### config.mk
export PLATFORM = sky130hd
export DESIGN_NAME = svc_rv_mul_seq
export DESIGN_NICKNAME = d
export VERILOG_FILES = /design/src/rtl/svc_rv_mul_seq.sv
export SDC_FILE = /design/constraint.sdc
export NUM_CORES = 1
export LEC_CHECK = 0
export BUFFER_PORTS_ARGS = -buffer_cell sky130_fd_sc_hd__buf_2
export CAP_MARGIN = 20
export CORE_ASPECT_RATIO = 0.6
export CORE_UTILIZATION = 35
export DETAILED_ROUTE_END_ITERATION = 10
export MAX_ROUTING_LAYER = met4
export SKIP_CTS_REPAIR_TIMING = 1
export SLEW_MARGIN = 20
export SYNTH_ARGS = -nofsm -noshare
export SYNTH_HDL_FRONTEND = slang
export SYNTH_SLANG_ARGS = --single-unit
### constraint.sdc
create_clock -name clk -period 5.35 [get_ports clk]
set_clock_uncertainty 0.05 [all_clocks]
set_input_delay 0.8025 -clock clk [delete_from_list [all_inputs] [get_ports clk]]
set_output_delay 0.8025 -clock clk [all_outputs]
set_load 0.005 [all_outputs]
### src/rtl/svc_rv_mul_seq.sv
// svc_rv_mul_seq: sequential Zmmul multiplier for the RV execute stage.
// Computes MUL / MULH / MULHSU / MULHU with a shift-add datapath and
// returns the selected XLEN-bit half of the 2*XLEN product.
//
// Ports:
//   clk, rst      clock, synchronous active-high reset
//   start         EX holds a Zmmul op (level, held while stalled)
//   flush         kill any in-flight op (same flush that clears ID/EX)
//   funct3        000 MUL, 001 MULH, 010 MULHSU, 011 MULHU; bit 2 set = no op
//   rs1_data      multiplicand (signed for MULH/MULHSU)
//   rs2_data      multiplier (signed for MULH)
//   busy          combinational stall request to ID/EX and upstream
//   result_valid  registered one-cycle pulse with the final result
//   result        registered result, held until the next completed op
//
// Build option: define SVC_RV_MUL_RADIX4_EN to retire two multiplier bits
// per cycle (XLEN/2 iterations) instead of one (XLEN iterations).

module svc_rv_mul_seq #(
    parameter int unsigned XLEN = 32
) (
    input  logic            clk,
    input  logic            rst,
    input  logic            start,
    input  logic            flush,
    input  logic [2:0]      funct3,
    input  logic [XLEN-1:0] rs1_data,
    input  logic [XLEN-1:0] rs2_data,
    output logic            busy,
    output logic            result_valid,
    output logic [XLEN-1:0] result
);

    localparam int unsigned PW    = 2 * XLEN;
`ifdef SVC_RV_MUL_RADIX4_EN
    localparam int unsigned ITERS = XLEN / 2;
    localparam int unsigned SUM_W = XLEN + 2;
`else
    localparam int unsigned ITERS = XLEN;
    localparam int unsigned SUM_W = XLEN + 1;
`endif
    localparam int unsigned CNT_W = $clog2(ITERS);

    typedef enum logic [1:0] {
        S_IDLE,
        S_BUSY,
        S_DONE
    } state_t;

    state_t            state_q, state_d;
    logic [CNT_W-1:0]  cnt_q, cnt_d;
    // Upper half accumulates partial sums; lower half holds the multiplier
    // bits not yet retired, replaced by product bits as they shift in.
    logic [PW-1:0]     prod_q, prod_d;
    logic [XLEN-1:0]   mcand_q, mcand_d;
    logic              neg_q, neg_d;
    logic              hi_q, hi_d;
    logic [XLEN-1:0]   result_q, result_d;
    logic              result_valid_q, result_valid_d;

    logic              accept;
    logic              a_signed, b_signed, a_neg, b_neg;
    logic [XLEN-1:0]   a_mag, b_mag;
    logic [SUM_W-1:0]  addend, sum;
    logic [PW-1:0]     prod_step, prod_fix;

    // Operand signedness and magnitudes; -2^(XLEN-1) maps to unsigned 2^(XLEN-1).
    always_comb begin
        a_signed = (funct3[1:0] == 2'b01) || (funct3[1:0] == 2'b10);
        b_signed = (funct3[1:0] == 2'b01);
        a_neg    = a_signed && rs1_data[XLEN-1];
        b_neg    = b_signed && rs2_data[XLEN-1];
        a_mag    = a_neg ? ((~rs1_data) + XLEN'(1)) : rs1_data;
        b_mag    = b_neg ? ((~rs2_data) + XLEN'(1)) : rs2_data;
    end

    // One shift-add step on the product register.
    always_comb begin
`ifdef SVC_RV_MUL_RADIX4_EN
        case (prod_q[1:0])
            2'd0:    addend = '0;
            2'd1:    addend = SUM_W'(mcand_q);
            2'd2:    addend = SUM_W'({mcand_q, 1'b0});
            default: addend = SUM_W'(mcand_q) + SUM_W'({mcand_q, 1'b0});
        endcase
        sum       = SUM_W'(prod_q[PW-1:XLEN]) + addend;
        prod_step = {sum, prod_q[XLEN-1:2]};
`else
        addend    = prod_q[0] ? SUM_W'(mcand_q) : '0;
        sum       = SUM_W'(prod_q[PW-1:XLEN]) + addend;
        prod_step = {sum, prod_q[XLEN-1:1]};
`endif
        prod_fix  = neg_q ? ((~prod_step) + PW'(1)) : prod_step;
    end

    // Next-state and output logic.
    always_comb begin
        state_d        = state_q;
        cnt_d          = cnt_q;
        prod_d         = prod_q;
        mcand_d        = mcand_q;
        neg_d          = neg_q;
        hi_d           = hi_q;
        result_d       = result_q;
        result_valid_d = 1'b0;

        accept = (state_q == S_IDLE) && start && !funct3[2] && !flush;

        case (state_q)
            S_IDLE: begin
                if (accept) begin
                    mcand_d = a_mag;
                    prod_d  = {XLEN'(0), b_mag};
                    neg_d   = a_neg ^ b_neg;
                    hi_d    = (funct3[1:0] != 2'b00);
                    cnt_d   = CNT_W'(ITERS - 1);
                    state_d = S_BUSY;
                end
            end
            S_BUSY: begin
                prod_d = prod_step;
                cnt_d  = cnt_q - CNT_W'(1);
                if (cnt_q == '0) begin
                    cnt_d          = '0;
                    result_d       = hi_q ? prod_fix[PW-1:XLEN] : prod_fix[XLEN-1:0];
                    result_valid_d = 1'b1;
                    state_d        = S_DONE;
                end
            end
            S_DONE:  state_d = S_IDLE;
            default: state_d = S_IDLE;
        endcase

        // Flush kills the op without disturbing the last delivered result.
        if (flush) begin
            state_d        = S_IDLE;
            result_d       = result_q;
            result_valid_d = 1'b0;
        end

        busy = !flush && (accept || (state_q == S_BUSY));
    end

    // State registers.
    always_ff @(posedge clk) begin
        if (rst) begin
            state_q        <= S_IDLE;
            cnt_q          <= '0;
            prod_q         <= '0;
            mcand_q        <= '0;
            neg_q          <= 1'b0;
            hi_q           <= 1'b0;
            result_q       <= '0;
            result_valid_q <= 1'b0;
        end else begin
            state_q        <= state_d;
            cnt_q          <= cnt_d;
            prod_q         <= prod_d;
            mcand_q        <= mcand_d;
            neg_q          <= neg_d;
            hi_q           <= hi_d;
            result_q       <= result_d;
            result_valid_q <= result_valid_d;
        end
    end

    assign result       = result_q;
    assign result_valid = result_valid_q;

endmodule

==> flow_summary.yaml, run 1 <==
critical_path:
  end_kind: "register"
  crit_chain: "and2_1, ha_1, nand3_1, a21oi_1, o21ai_1, buf_4, a2111oi_0, o21ai_0, a221oi_1, nand4b_2, o41ai_2, xnor2_1, a31o_1"
  crit_family: "compound AO/OA/AOI/OAI gates"
  crit_type: "register to register"
  crit_path_max_incr_delay_ns: 0.88
  cp-start-kind: "register"
  path_buf_inv: 1
  crit_path_max_fanout: 33
  required_ns: 5.65
  cp.arrival_ns: 5.20
  cpMaxStageDelayCell: "dfxtp_1"
  ff2ff_setup_slack_ns: 0.45
clocking:
  cts-root-buf: "clkbuf_16"
  numClockSinks: 138
  clk_pin_slew_ns: 0.07
  cts_buffers: 17
  htree_levels: 4
  clk_latency_ns: 0.46
  clk_path_buf_depth: 2
  cts_tree: "built"
floorplanning:
  chipWidth_um: 226
  ios: 105
  coreArea_um2: 29100
  rows: 48
  initial_utilization_pct: 36.1
  dieArea_um2: 30700
  die_h_um: 136
synthesis:
  syn_avg_cell_area_um2: 7.39
  synth_edf_count: 0
  syn_area_um2: 10500
  synth_area_leaders: "dfxtp_1 26%, a21oi_1 7.1%, nand2_1 5.5%"
  ys_seq_area_share_pct: 26.3
  ys_async_sr_fraction_pct: 0
  yosys.area.top_type: "dfxtp_1"
  ys_ff_latch: 138
  ys_warn_count: 0
  ys_types: 88
  synth_flop_cell: "dfxtp_1"
  syn_nets: 1532
  syn_inst: 1422
  synth_top_area_share_pct: 26.3
timing:
  hold_viol: 0
  slew_viol_final: 0
  finalSetupViolCount: 0
  fin_hold_ws_ns: 0.401
  rsz0062_at_grt: "no"
  fin_crit_ns: 4.90
  fmax_mhz: 204
  setup_tns_ns: 0
  fin_crit_sh_pct: 91.6
  max_slew_margin_pct: 32.9
  worst_pin_slew_ns: 1.01
power:
  leakage_nw: 4.53
  cellPowerDensity_nw_per_um2: 225
  ir_drop_uv: 245
run:
  maxCapViolations: 0
final_layout:
  final_core_util_pct: 40.8
  synthToLayoutAreaGrowth_pct: 13.1
  drive_gt1_share_pct: 14.0
  seqCellArea_um2: 2770
  antenna_cells: 0
  multi_input_area_um2: 7300
  nFillCells: 3023
  nets: 1582
route:
  avgViaCountPerCell: 5.80
  num_vias: 10900
  initialDrtViolationCount: 1258
  ant_nets: 0
  dr.pass1.iters: 5
  drc: 0
  wl_per_cell_um: 19.1
  wl_mm: 36.0
place:
  port-buffer-count: 104
  dpl.hpwl_mm: 27.4
  place_congestion: 1.03
global_route:
  grt_pass1_vias: 9655
  grt_usage_pct: 24.8
  grt_pass1_wl_mm: 56.6
  grt_max_degree: 89
  grt_overflow: 0
  antenna_found_initial: 0
outcome:
  status: "finished, final reports clean"
hold_path:
  hold_class: "register to register"
-- registers in the layout (all words and copies together) (netlist names) --
signal,cells
result_valid,1
cnt_q,5
mcand_q,32
state_q,2
result,32
neg_q,1
hi_q,1
prod_q,64
-- metrics by stage --
stage               worst slack, ns  instances  cell area, um2  total power [mW]
floorplan                      1.48       1422           10500              1.39
global placement              0.700       1853           11300              1.53
detailed placement            0.697       1853           11300              1.54
CTS                           0.670       1885           11900              2.68
global route                  0.155       1885           11900              2.79
finish                        0.451       1885           11900              2.67
-- cell families (layout without fill, tap and decap cells) --
logic type,Yosys count,after routing,share of synthesized area [%]
AO/OA/AOI/OAI,451,451,28.5
adder cells (fa/ha/maj),39,39,4.72
AND/OR/NAND/NOR,556,556,25.9
buffers and inverters,118,181,4.43
flip-flops,138,138,26.3
XOR/XNOR,110,110,9.17
multiplexers,10,10,0.989
-- cells in the final DEF (no fill, tap or decap), types with 10 or more instances in the layout --
cell type  count
o41ai_1       11
a31oi_1       16
nor4_1        16
and3_1        10
nand2_1      153
xor2_1        55
inv_1         25
or2_2         12
and2_1        37
nand2b_1      10
or3_1         20
dfxtp_1      136
nand4_1       10
buf_4         20
a211oi_1      45
nand3_1       47
a21oi_1      150
nor2_1       151
ha_1          38
or4_1         15
xnor2_1       55
nor3_1        39
o31ai_1       24
o21ai_0       63
a22oi_1       33
clkbuf_16     17
a21o_1        11
buf_2        103
-- tightest hold or removal path, stage by stage, from the launching register on --
cell	delay (ns)
dfxtp_1	0.31
nand2_1	0.05
a21oi_1	0.05
-- where the power goes --
group / switching [mW] / internal, mW
combinational: 0.281 / 0.156
sequential: 0.0320 / 1.05
clock: 0.542 / 0.607
total: 0.855 / 1.82
-- path summary, 6_finish.rpt --
path                                            endpoint                startpoint  cells after the start
worst max register to register   result[31]$_SDFFE_PP0P_    prod_q[0]$_SDFFE_PP0P_                     13
worst min-delay path            mcand_q[20]$_SDFFE_PP0P_  mcand_q[20]$_SDFFE_PP0P_                      2
worst max-delay path             result[31]$_SDFFE_PP0P_    prod_q[0]$_SDFFE_PP0P_                     13
worst min register to register  mcand_q[20]$_SDFFE_PP0P_  mcand_q[20]$_SDFFE_PP0P_                      2
-- per-layer routing --
layer  track usage [%]  wire length (um)  vias up
li1                  -                 -     5331
met1              39.3             19400     5132
met2              28.9             12800      438
met3              7.13              3400       30
met4              5.22               380        0
met5                 -                 0        -
-- final cells by class --
class	count	area share (%)
clock inverter	15	1.10
multi-input combinational	1166	61.4
clock buffer	17	3.58
tap	400	4.21
sequential	138	23.3
timing repair buffer	123	5.60
inverter	26	0.821
-- synth_stat cells (all sizes together) (16+ instances only) --
master  instances
o31ai          24
xnor2          55
nor4           20
or3            22
a211oi         46
inv            25
nor2          153
o21ai          69
ha             38
a21oi         155
and2           37
clkbuf         76
nor3           39
a22oi          33
dfxtp         138
nand3          48
or4            16
a31oi          16
nand2         153
buf            16
xor2           55
(Power assumes the default switching activity.)
==> inputs of run 2 (changes only) <==
--- a/config.mk
+++ b/config.mk
@@ -8,9 +8,10 @@
 export BUFFER_PORTS_ARGS = -buffer_cell sky130_fd_sc_hd__buf_2
 export CAP_MARGIN = 20
 export CORE_ASPECT_RATIO = 0.6
-export CORE_UTILIZATION = 35
+export CORE_UTILIZATION = 53
 export DETAILED_ROUTE_END_ITERATION = 10
 export MAX_ROUTING_LAYER = met4
+export PLACE_DENSITY = 0.73
 export SKIP_CTS_REPAIR_TIMING = 1
 export SLEW_MARGIN = 20
 export SYNTH_ARGS = -nofsm -noshare
==> run 2 against run 1 <==
  * Critical path depth is 1 lower
  * Critical endpoint unchanged
  * Via count is 3.8% higher
  * Largest cell class unchanged
  * Combinational power hardly changed
  * Largest power group unchanged
  * Non-clock buffer count is 1 higher
  * Register-to-register slack better by 0.17 ns
  * Sequential power hardly changed
  * Final area is 0.64% lower
  * Sequential cell count stayed put
  * Total power is 6.2% higher
  * Worst hold slack hardly changed
  * Worst setup slack better by 0.17 ns
==> flow_summary.yaml, run 2 (synthesis gave the netlist of run 1 again) <==
clocking:
  htree_levels: 4
  cts-root-buf: "clkbuf_16"
  numClockSinks: 138
  clk_path_buf_depth: 2
  clk_latency_ns: 0.44
  clk_pin_slew_ns: 0.07
  cts_buffers: 17
  cts_tree: "built"
final_layout:
  final_cell_mix: "153 x nand2_1, 151 x nor2_1, 150 x a21oi_1, 137 x dfxtp_1, 103 x buf_2"
  drive_gt1_share_pct: 14.0
  synthToLayoutAreaGrowth_pct: 12.4
  multi_input_area_um2: 7300
  nets: 1583
  finalNonFillerCells: 1752
  antenna_cells: 0
  layout_commonest_cell: "nand2_1"
  nFillCells: 1847
  largest_register_ffs: 64
  regMostFlops: "prod_q"
  seqCellArea_um2: 2760
  final_core_util_pct: 61.4
global_route:
  grt_usage_pct: 37.0
  grt_pass1_wl_mm: 56.7
  antenna_found_initial: 1
  grt_pass1_vias: 10000
  grt_overflow: 0
  grt_max_degree: 95
critical_path:
  cp-start-kind: "register"
  cp.arrival_ns: 5.02
  crit_type: "register to register"
  crit_path_max_fanout: 24
  end_kind: "register"
  required_ns: 5.64
route:
  avgViaCountPerCell: 6.48
  drc: 0
  num_vias: 11300
  wl_mm: 36.1
  dr.max_layer_used: "met4"
  wl_met1_mm: 17.9
  wl_met3_mm: 4.33
  ant_nets: 0
  wl_met2_mm: 13.6
  initialDrtViolationCount: 1247
  wl_per_cell_um: 20.6
  dr.pass1.iters: 5
place:
  port-buffer-count: 104
  place_congestion: 1.01
  place_inst: 1720
  dpl.hpwl_mm: 26.9
timing:
  max_slew_margin_pct: 36.3
  setup_tns_ns: 0
  fin_crit_ns: 4.73
  worst_pin_slew_ns: 0.955
  finalSetupViolCount: 0
  fin_crit_sh_pct: 88.4
  rsz0062_at_grt: "no"
  hold_viol: 0
  slew_viol_final: 0
  fmax_mhz: 211
power:
  p_sw_share_pct: 28.9
  power.share.combinational_pct: 15.5
  switchingPower_mw: 0.820
  clockPowerShare_pct: 46.2
  p_int_mw: 2.02
  leakage_nw: 4.58
  ir_drop_uv: 203
  cellPowerDensity_nw_per_um2: 240
  power.total_mw: 2.84
  power_frac_seq_pct: 38.3
floorplanning:
  chipWidth_um: 184
  ios: 105
  dieArea_um2: 20400
  initial_utilization_pct: 54.6
  die_h_um: 111
  rows: 39
  coreArea_um2: 19200
outcome:
  status: "finished, final reports clean"
run:
  maxCapViolations: 0
hold_path:
  hold_class: "register to register"
==> run 2: cell count changes in the layout (fill, tap and decap cells not counted), sizes merged <==
cell      delta
inv          -5
clkinvlp     -1
bufinv       +4
buf          +1
clkbuf       +2
==> run 2: layer usage <==
| layer | GRT usage (%) | up-vias |
|---|---|---|
| met5 | - | - |
| met4 | 6.56 | 0 |
| met3 | 10.8 | 38 |
| met2 | 46.6 | 634 |
| met1 | 56.6 | 5356 |
| li1 | - | 5319 |
==> run 2: worst paths after layout <==
kind	start	endpoint	slack (ns)	cells past startpoint
setup / recovery	prod_q[0]$_SDFFE_PP0P_	result[31]$_SDFFE_PP0P_	0.62	12
hold / removal	result[13]$_SDFFE_PP0P_	result[13]$_SDFFE_PP0P_	0.40	2
setup reg to reg	prod_q[0]$_SDFFE_PP0P_	result[31]$_SDFFE_PP0P_	0.62	12
hold reg to reg	result[13]$_SDFFE_PP0P_	result[13]$_SDFFE_PP0P_	0.40	2
==> run 2: through the flow <==
| step | hold WS, ns | setup WS (ns) | instance area (um2) |
|---|---|---|---|
| 6_report | 0.401 | 0.618 | 11800 |
| 5_1_grt | 0.425 | 0.211 | 11800 |
| 4_1_cts | 0.405 | 0.746 | 11800 |
| 3_5_place_dp | 0.397 | 0.764 | 11200 |
| 3_3_place_gp | 0.389 | 0.775 | 11200 |
| 2_1_floorplan | 0.377 | 1.48 | 10500 |
==> run 2: critical path: stages, from the launching register on <==
cell and delay [ns]:
dfxtp_1 0.74, and2_1 0.23, ha_1 0.29, a21oi_1 0.43, o21ai_0 0.21, a221oi_2 0.54, a22oi_1 0.16, xor2_1 0.25
nor4_1 0.78, nand3_2 0.29, o41ai_2 0.33, xnor2_1 0.11, a31o_1 0.21
==> run 2: power by group through the flow <==
stage,sequential [mW],combinational (mW),clock (mW)
final,1.09,0.440,1.31
after global routing,1.09,0.481,1.36
after CTS,1.08,0.429,1.32
after detailed placement,1.11,0.425,0
after global placement,1.11,0.419,0
after floorplan,1.09,0.296,0
==> run 2: area by class of cell <==
cell class	instances	area share, %
tap	266	2.82
multi-input combinational	1166	61.8
inverter	26	0.827
clock buffer	19	3.84
clock inverter	13	1.59
sequential	138	23.4
timing repair buffer	124	5.70
